--- config.mk ---
export PLATFORM = sky130hd
export DESIGN_NAME = multicycle_ctrl
export DESIGN_NICKNAME = d
export VERILOG_FILES = /design/src/rtl/multicycle_ctrl.sv
export SDC_FILE = /design/constraint.sdc
export NUM_CORES = 1
export LEC_CHECK = 0
export CAP_MARGIN = 40
export CORE_ASPECT_RATIO = 0.6
export CORE_MARGIN = 4
export CORE_UTILIZATION = 54
export DETAILED_ROUTE_END_ITERATION = 16
export PLACE_DENSITY = 0.93
export SLEW_MARGIN = 15
export SYNTH_ARGS = -nofsm -noshare
export SYNTH_HDL_FRONTEND = slang
export SYNTH_SLANG_ARGS = --single-unit
--- constraint.sdc ---
create_clock -name clk -period 6.25 [get_ports clk]
set_clock_uncertainty 0.2 [all_clocks]
set_input_delay 1.875 -clock clk [delete_from_list [all_inputs] [get_ports clk]]
set_output_delay 1.875 -clock clk [all_outputs]
set_load 0.02 [all_outputs]
--- src/rtl/multicycle_ctrl.sv ---
// Multi-cycle sequencing FSM for the RV32I core: steps each instruction through
// FETCH/DECODE/EXEC/MEM/WB and shares one memory port between fetch and load/store.
module multicycle_ctrl #(
    parameter int TIMEOUT_CYCLES = 255,
    parameter int CNT_W          = 32
) (
    input  logic             clk,
    input  logic             rst_n,
    input  logic [6:0]       opcode_i,
    input  logic             branch_taken_i,
    input  logic             mem_ready_i,
    output logic             ir_wr_en_o,
    output logic             pc_wr_en_o,
    output logic             pc_src_o,
    output logic             reg_wr_en_o,
    output logic             mem_req_o,
    output logic             mem_sel_o,
    output logic             mem_wr_en_o,
    output logic             trap_o,
    output logic [CNT_W-1:0] retired_cnt_o,
    output logic [2:0]       dbg_state
);

    typedef enum logic [2:0] {
        S_RESET  = 3'd0,
        S_FETCH  = 3'd1,
        S_DECODE = 3'd2,
        S_EXEC   = 3'd3,
        S_MEM    = 3'd4,
        S_WB     = 3'd5,
        S_TRAP   = 3'd6
    } state_t;

    typedef enum logic [2:0] {
        C_ALU     = 3'd0,
        C_LOAD    = 3'd1,
        C_STORE   = 3'd2,
        C_BRANCH  = 3'd3,
        C_JUMP    = 3'd4,
        C_ILLEGAL = 3'd5
    } cls_t;

    localparam int          TW       = $clog2(TIMEOUT_CYCLES + 1);
    localparam logic [TW-1:0] TMO_LAST = TW'(TIMEOUT_CYCLES - 1);

    state_t        state;
    state_t        next_state;
    cls_t          cls_q;
    logic [TW-1:0] tmo_cnt;
    logic          timeout_hit;

    function automatic cls_t classify(input logic [6:0] op);
        case (op)
            7'b0000011:                                     classify = C_LOAD;
            7'b0100011:                                     classify = C_STORE;
            7'b1100011:                                     classify = C_BRANCH;
            7'b1101111, 7'b1100111:                         classify = C_JUMP;
            7'b0010011, 7'b0110011, 7'b0110111, 7'b0010111: classify = C_ALU;
            default:                                        classify = C_ILLEGAL;
        endcase
    endfunction

    // Counter runs only while an access waits; any other cycle clears it, so it is
    // already zero whenever FETCH or MEM is entered.
    always_ff @(posedge clk or negedge rst_n) begin
        if (!rst_n) begin
            state         <= S_RESET;
            cls_q         <= C_ALU;
            tmo_cnt       <= '0;
            retired_cnt_o <= '0;
        end else begin
            state <= next_state;
            if (state == S_DECODE) begin
                cls_q <= classify(opcode_i);
            end
            if ((state == S_FETCH || state == S_MEM) && !mem_ready_i) begin
                tmo_cnt <= tmo_cnt + 1'b1;
            end else begin
                tmo_cnt <= '0;
            end
            if (pc_wr_en_o) begin
                retired_cnt_o <= retired_cnt_o + 1'b1;
            end
        end
    end

    assign timeout_hit = (tmo_cnt == TMO_LAST);
    assign dbg_state   = state;

    // Memory handshake: mem_req_o rises on entry to FETCH/MEM and stays high, with
    // mem_sel_o/mem_wr_en_o constant, until the cycle mem_ready_i is seen; that cycle
    // completes the access. mem_ready_i has no effect in any other state.
    always_comb begin
        next_state  = state;
        ir_wr_en_o  = 1'b0;
        pc_wr_en_o  = 1'b0;
        pc_src_o    = 1'b0;
        reg_wr_en_o = 1'b0;
        mem_req_o   = 1'b0;
        mem_sel_o   = 1'b0;
        mem_wr_en_o = 1'b0;
        trap_o      = 1'b0;
        case (state)
            S_RESET: next_state = S_FETCH;
            S_FETCH: begin
                mem_req_o = 1'b1;
                if (mem_ready_i) begin
                    ir_wr_en_o = 1'b1;
                    next_state = S_DECODE;
                end else if (timeout_hit) begin
                    next_state = S_TRAP;
                end
            end
            S_DECODE: begin
                next_state = (classify(opcode_i) == C_ILLEGAL) ? S_TRAP : S_EXEC;
            end
            S_EXEC: begin
                case (cls_q)
                    C_LOAD, C_STORE: next_state = S_MEM;
                    C_BRANCH: begin
                        pc_wr_en_o = 1'b1;
                        pc_src_o   = branch_taken_i;
                        next_state = S_FETCH;
                    end
                    default: next_state = S_WB;
                endcase
            end
            S_MEM: begin
                mem_req_o   = 1'b1;
                mem_sel_o   = 1'b1;
                mem_wr_en_o = (cls_q == C_STORE);
                if (mem_ready_i) begin
                    if (cls_q == C_STORE) begin
                        pc_wr_en_o = 1'b1;
                        next_state = S_FETCH;
                    end else begin
                        next_state = S_WB;
                    end
                end else if (timeout_hit) begin
                    next_state = S_TRAP;
                end
            end
            S_WB: begin
                reg_wr_en_o = 1'b1;
                pc_wr_en_o  = 1'b1;
                pc_src_o    = (cls_q == C_JUMP);
                next_state  = S_FETCH;
            end
            S_TRAP: trap_o = 1'b1;
            default: next_state = S_RESET;
        endcase
    end

endmodule

# Yosys cells after proc, flatten, opt, wreduce, memory -nomap -nowiden
# Cells that the tools add are included.
# Widths: inputs -> output; s select.
# op_classes
reduce_logical	9
eq_ne	21
muxes	23
n_addsub	2
# ops
cell	count
$add 32x1->32 const B	1
$eq 7x6->1 const B	3
$eq 7x7->1 const B	3
$mux 3	6
$pmux 3 s6	1
$eq 3x3->1 const B	5
$pmux 3 s5	1
$eq 7x5->1 const B	2
$eq 3x2->1 const B	4
$mux 1	11
$add 8x1->8 const B	1
$eq 8x8->1 const B	1
$mux 8	1
$reduce_or 2->1	4
$eq 7x2->1 const B	1
$eq 3x1->1 const B	2
$pmux 3 s2	1
$reduce_or 4->1	1
$logic_not 3->1	1
$pmux 1 s3	1
$pmux 1 s2	1
$logic_and 1x1->1	1
$logic_not 1->1	1
$logic_or 1x1->1	1
# totals
register_bits	46
inputBits	11
output_inout_bits	43
word_cells	59

# Longest topological paths before layout
# depth
ltp_word	7
depth_mapped	7
ltp_nobuf	6

# Worst setup path before layout
# No wires, ideal clock.
# synth_path
kind	input to output
from	input branch_taken_i
to	output pc_src_o
n_path_buf	0
path_stages	2
path_slack_ns	1.793
required_ns	4.175
arrival_time_ns	2.382
cell_sequence	inv_1 o21ai_0
# synth_via
elab_chain_len	2
# synth_rtl
element	line	source
from (decl)	10	input logic branch_taken_i,
$mux 1	118	case (cls_q)
$pmux 1 s2	103	case (state)
to (decl)	14	output logic pc_src_o,
# No other way between the ends.

# Final worst setup path
# layout_path
from	input mem_ready_i
to	output pc_wr_en_o
# layout_via
elab_chain_len	2
# layout_rtl
element	line	source
from (decl)	11	input logic mem_ready_i,
$mux 1	132	if (mem_ready_i) begin
$pmux 1 s3	103	
to (decl)	13	output logic pc_wr_en_o,
# No other way between the ends.

==> impl_metrics.yaml <==
cells_and_area:
  final_net_count: 308
  antenna-diode-count: 0
  multiInputGateArea_mm2: 0.00121
  design_area_mm2: 0.00312
  instances_no_fill: 355
  syn_to_final_growth_pct: 29.3
  sequential_cell_area_mm2: 0.00115
  post_route_cells_drive_above_1_share_pct: 8.14
  filler_cell_count: 301
yosys:
  synth.yosys.seq_area_share_pct: 47.7
  ys.flop_type: "dfrtp_1"
  postSynthRegisterBits: 46
  postSynth.asyncResetShare_pct: 100
  synth_area_leader: "dfrtp_1"
  avgSynthCellArea_um2: 10.1
  yosys_warnings: 0
  synth-edff-count: 0
  synth_area_leaders: "dfrtp_1, xor2_1, xnor2_1"
  synth_cells: 238
  post_synth_num_cell_types: 46
  netlist_area_mm2: 0.00241
  synthDominantCellAreaShare_pct: 47.7
  postSynthNetCount: 252
worst_setup_path:
  crit_path_arrival_time_ns: 3.49
  critPathCaptureType: "primary output"
  critPathLaunchType: "primary input"
  regToRegStartpoint: "dbg_state[1]"
  worst-path-max-fanout: 7
  cp.required_ns: 4.18
  regToRegEndpoint: "retired_cnt_o[17]"
  timing_worst_setup_path_type: "primary input to primary output"
  register_to_register_setup_slack_ns: 3.86
  reg2regPathDepth: 5
clocking:
  tritoncts: "yes"
  clk-insertion-delay-late_ns: 0.31
  post_cts_resized: 0
  cts_clock_pin_slew_for_the_worst_setup_and_hold_paths_ns: 0.09
  clockBufferDepth: 2
  cts_htree_levels: 2
  cts.repair_timing.setup_buffer_count: 0
  cts_bufs_inserted: 5
  cts.sinks: 46
  post_cts_hold_buffer_count: 0
  clock-root-buffer: "clkbuf_8"
floorplan:
  die_area_mm2: 0.00564
  die_height_um: 59.8
  row_count: 18
  core-area_mm2: 0.00421
  die_width_um: 94.3
  initial_core_util_pct: 57.3
  top_level_ports: 54
detailed_routing:
  drc_errors: 0
  wire_per_inst_um: 16.0
  ant_nets: 0
  via_count: 2030
  first_iter_violations: 119
  routed_wire_length_um: 5680
  drt-vias-per-instance: 5.72
  dr.pass1.iters: 4
power:
  worst_ir_drop_vdd_mv: 0.189
  p_seq_share_pct: 42.3
  fin_total_pwr_mw: 1.00
  cellInternalPower_uw: 620
  pwr_density_cell_mw_per_mm2: 322
  comb_power_share_pct: 35.5
  share_clk_of_total_power_pct: 22.2
  static-leakage-power_nw: 1.22
  p_switching_uw: 383
  power.share.switching_pct: 38.2
sta:
  finalWorstSetupSlack_ns: 0.687
  final-hold-violation-count: 0
  worst_slew_margin_rel_pct: 56.1
  max_slew.worst_pin.slew_ns: 0.653
  post-route-period-util_pct: 89.0
  max_freq_ghz: 0.180
  final-setup-viol-count: 0
  fin_crit_ns: 5.56
  rsz0062_at_grt: "false"
  setup_tns_ns: 0
  finalMaxSlewViolations: 0
global_routing:
  global_route_wire_length_before_repair_um: 9870
  number_of_antenna_violations_at_the_first_check_in_global_routing: 0
  grt_use_total_pct: 22.4
  grt_start_max_net_pins: 31
  global_route.overflow_total: 0
  first_global_vias: 2110
min_path:
  hold-path-cell-count: 1
  worst_hold_startpoint: "retired_cnt_o[31]"
  timing.hold.worst.class: "flip-flop to flip-flop"
  worstHoldEndpoint: "retired_cnt_o[31]"
placement:
  place_congestion: 0.793
  dp_hpwl_um: 4230
  preCtsSetupSlack_ns: 0.694
  numPlacedInstances: 347
  post_dp_cell_area_mm2: 0.00301
  buffers_added_on_ports: 53
run_status:
  outcome: "finished, final reports clean"
job:
  timing.max_cap.violations: 0
## worst max-delay path by stage
| stage | from | endpoint | slack, ns | depth (start not counted) |
|---|---|---|---|---|
| final | mem_ready_i | pc_wr_en_o | 0.69 | 4 |
| after global routing | mem_ready_i | pc_wr_en_o | 0.58 | 4 |
| after CTS | mem_ready_i | pc_wr_en_o | 0.69 | 4 |
| after detailed placement | mem_ready_i | pc_wr_en_o | 0.69 | 4 |
| after global placement | mem_ready_i | pc_wr_en_o | 0.72 | 4 |
| after floorplan | branch_taken_i | pc_src_o | 1.79 | 2 |
## worst max-delay path: stages
cell	delay [ns]
clkdlybuf4s50_1	0.58
a31oi_1	0.16
nand2_1	0.22
clkdlybuf4s50_1	0.65
## logic make-up after synthesis
group | after synthesis | share of synthesized area [%]
fa+ha+maj | 3 | 1.56
xor+xnor | 38 | 13.8
flops | 46 | 47.7
simple gates | 115 | 27.1
buf+inv | 10 | 1.92
compound gates | 25 | 7.47
mux | 1 | 0.467
## registers in the layout, indices dropped and copies added, names as in the netlist
signal,count
cls_q,3
retired_cnt_o,32
tmo_cnt,8
dbg_state,3
## cells in the mapped netlist (2+ instances only)
| cell type | number |
|---|---|
| nand2_1 | 19 |
| nor3_1 | 10 |
| and4_2 | 2 |
| dfrtp_1 | 46 |
| nor2_1 | 18 |
| nor4_1 | 5 |
| o21ai_0 | 6 |
| nand3_1 | 18 |
| or3_1 | 2 |
| and2b_2 | 2 |
| inv_1 | 5 |
| a211oi_1 | 2 |
| nor2b_1 | 2 |
| a21oi_1 | 7 |
| clkbuf_1 | 3 |
| nand2b_1 | 5 |
| and4_1 | 4 |
| ha_1 | 3 |
| and3_1 | 3 |
| and3_2 | 2 |
| xor2_1 | 21 |
| xnor2_1 | 17 |
| nand4_1 | 11 |
| and2_1 | 3 |
## layout make-up
cell class / instances / area share [%]
clock buffers: 5 / 2.21
clock inverters: 3 / 1.44
inverters: 5 / 0.602
multi-input cells: 182 / 38.9
flip-flops and latches: 46 / 36.9
well taps: 60 / 2.41
repair buffers: 54 / 17.5
## stage by stage
step / utilization, % / hold WS, ns
finish: 74.1 / 0.284
global route: 74.1 / 0.327
CTS: 74.1 / 0.295
detailed placement: 71.4 / 0.279
global placement: 70.9 / 0.261
floorplan: - / 0.293
## cell usage in the layout, fill, tap and decap left out, types with 2 or more instances in the layout
cell             synthesis  final
and3_2                   2      2
inv_1                    5      5
xnor2_1                 17     17
nor4_1                   5      5
and2_1                   3      3
nand3_1                 18     18
nor2_1                  18     18
o21ai_0                  6      6
nor3_1                  10     10
clkinvlp_4               0      2
nand4_1                 11     11
a211oi_1                 2      2
a21oi_1                  7      7
xor2_1                  21     21
clkdlybuf4s50_1          0     52
and3_1                   3      3
ha_1                     3      3
and2b_2                  2      2
nor2b_1                  2      2
nand2_1                 19     19
nand2b_1                 5      5
and4_1                   4      4
dfrtp_1                 46     46
and4_2                   2      2
or3_1                    2      2
clkbuf_8                 0      5
## power by group through the flow
stage	logic (mW)	clock network (mW)	registers [mW]
floorplan	0.199	0	0.431
global placement	0.344	0	0.424
detailed placement	0.354	0	0.426
CTS	0.357	0.226	0.422
global route	0.384	0.238	0.436
finish	0.356	0.223	0.424
## routing by layer
metal / routed length (µm) / up-vias / global-route usage (%) / part of all wire [%]
met2: 2520 / 86 / 34.1 / 44
met5: 0 / - / 0 / 0
met4: 69 / 0 / 7.41 / 1.2
met3: 442 / 8 / 5.41 / 7.8
li1: - / 960 / - / -
met1: 2650 / 976 / 31.9 / 47
(Power assumes the default switching activity.)
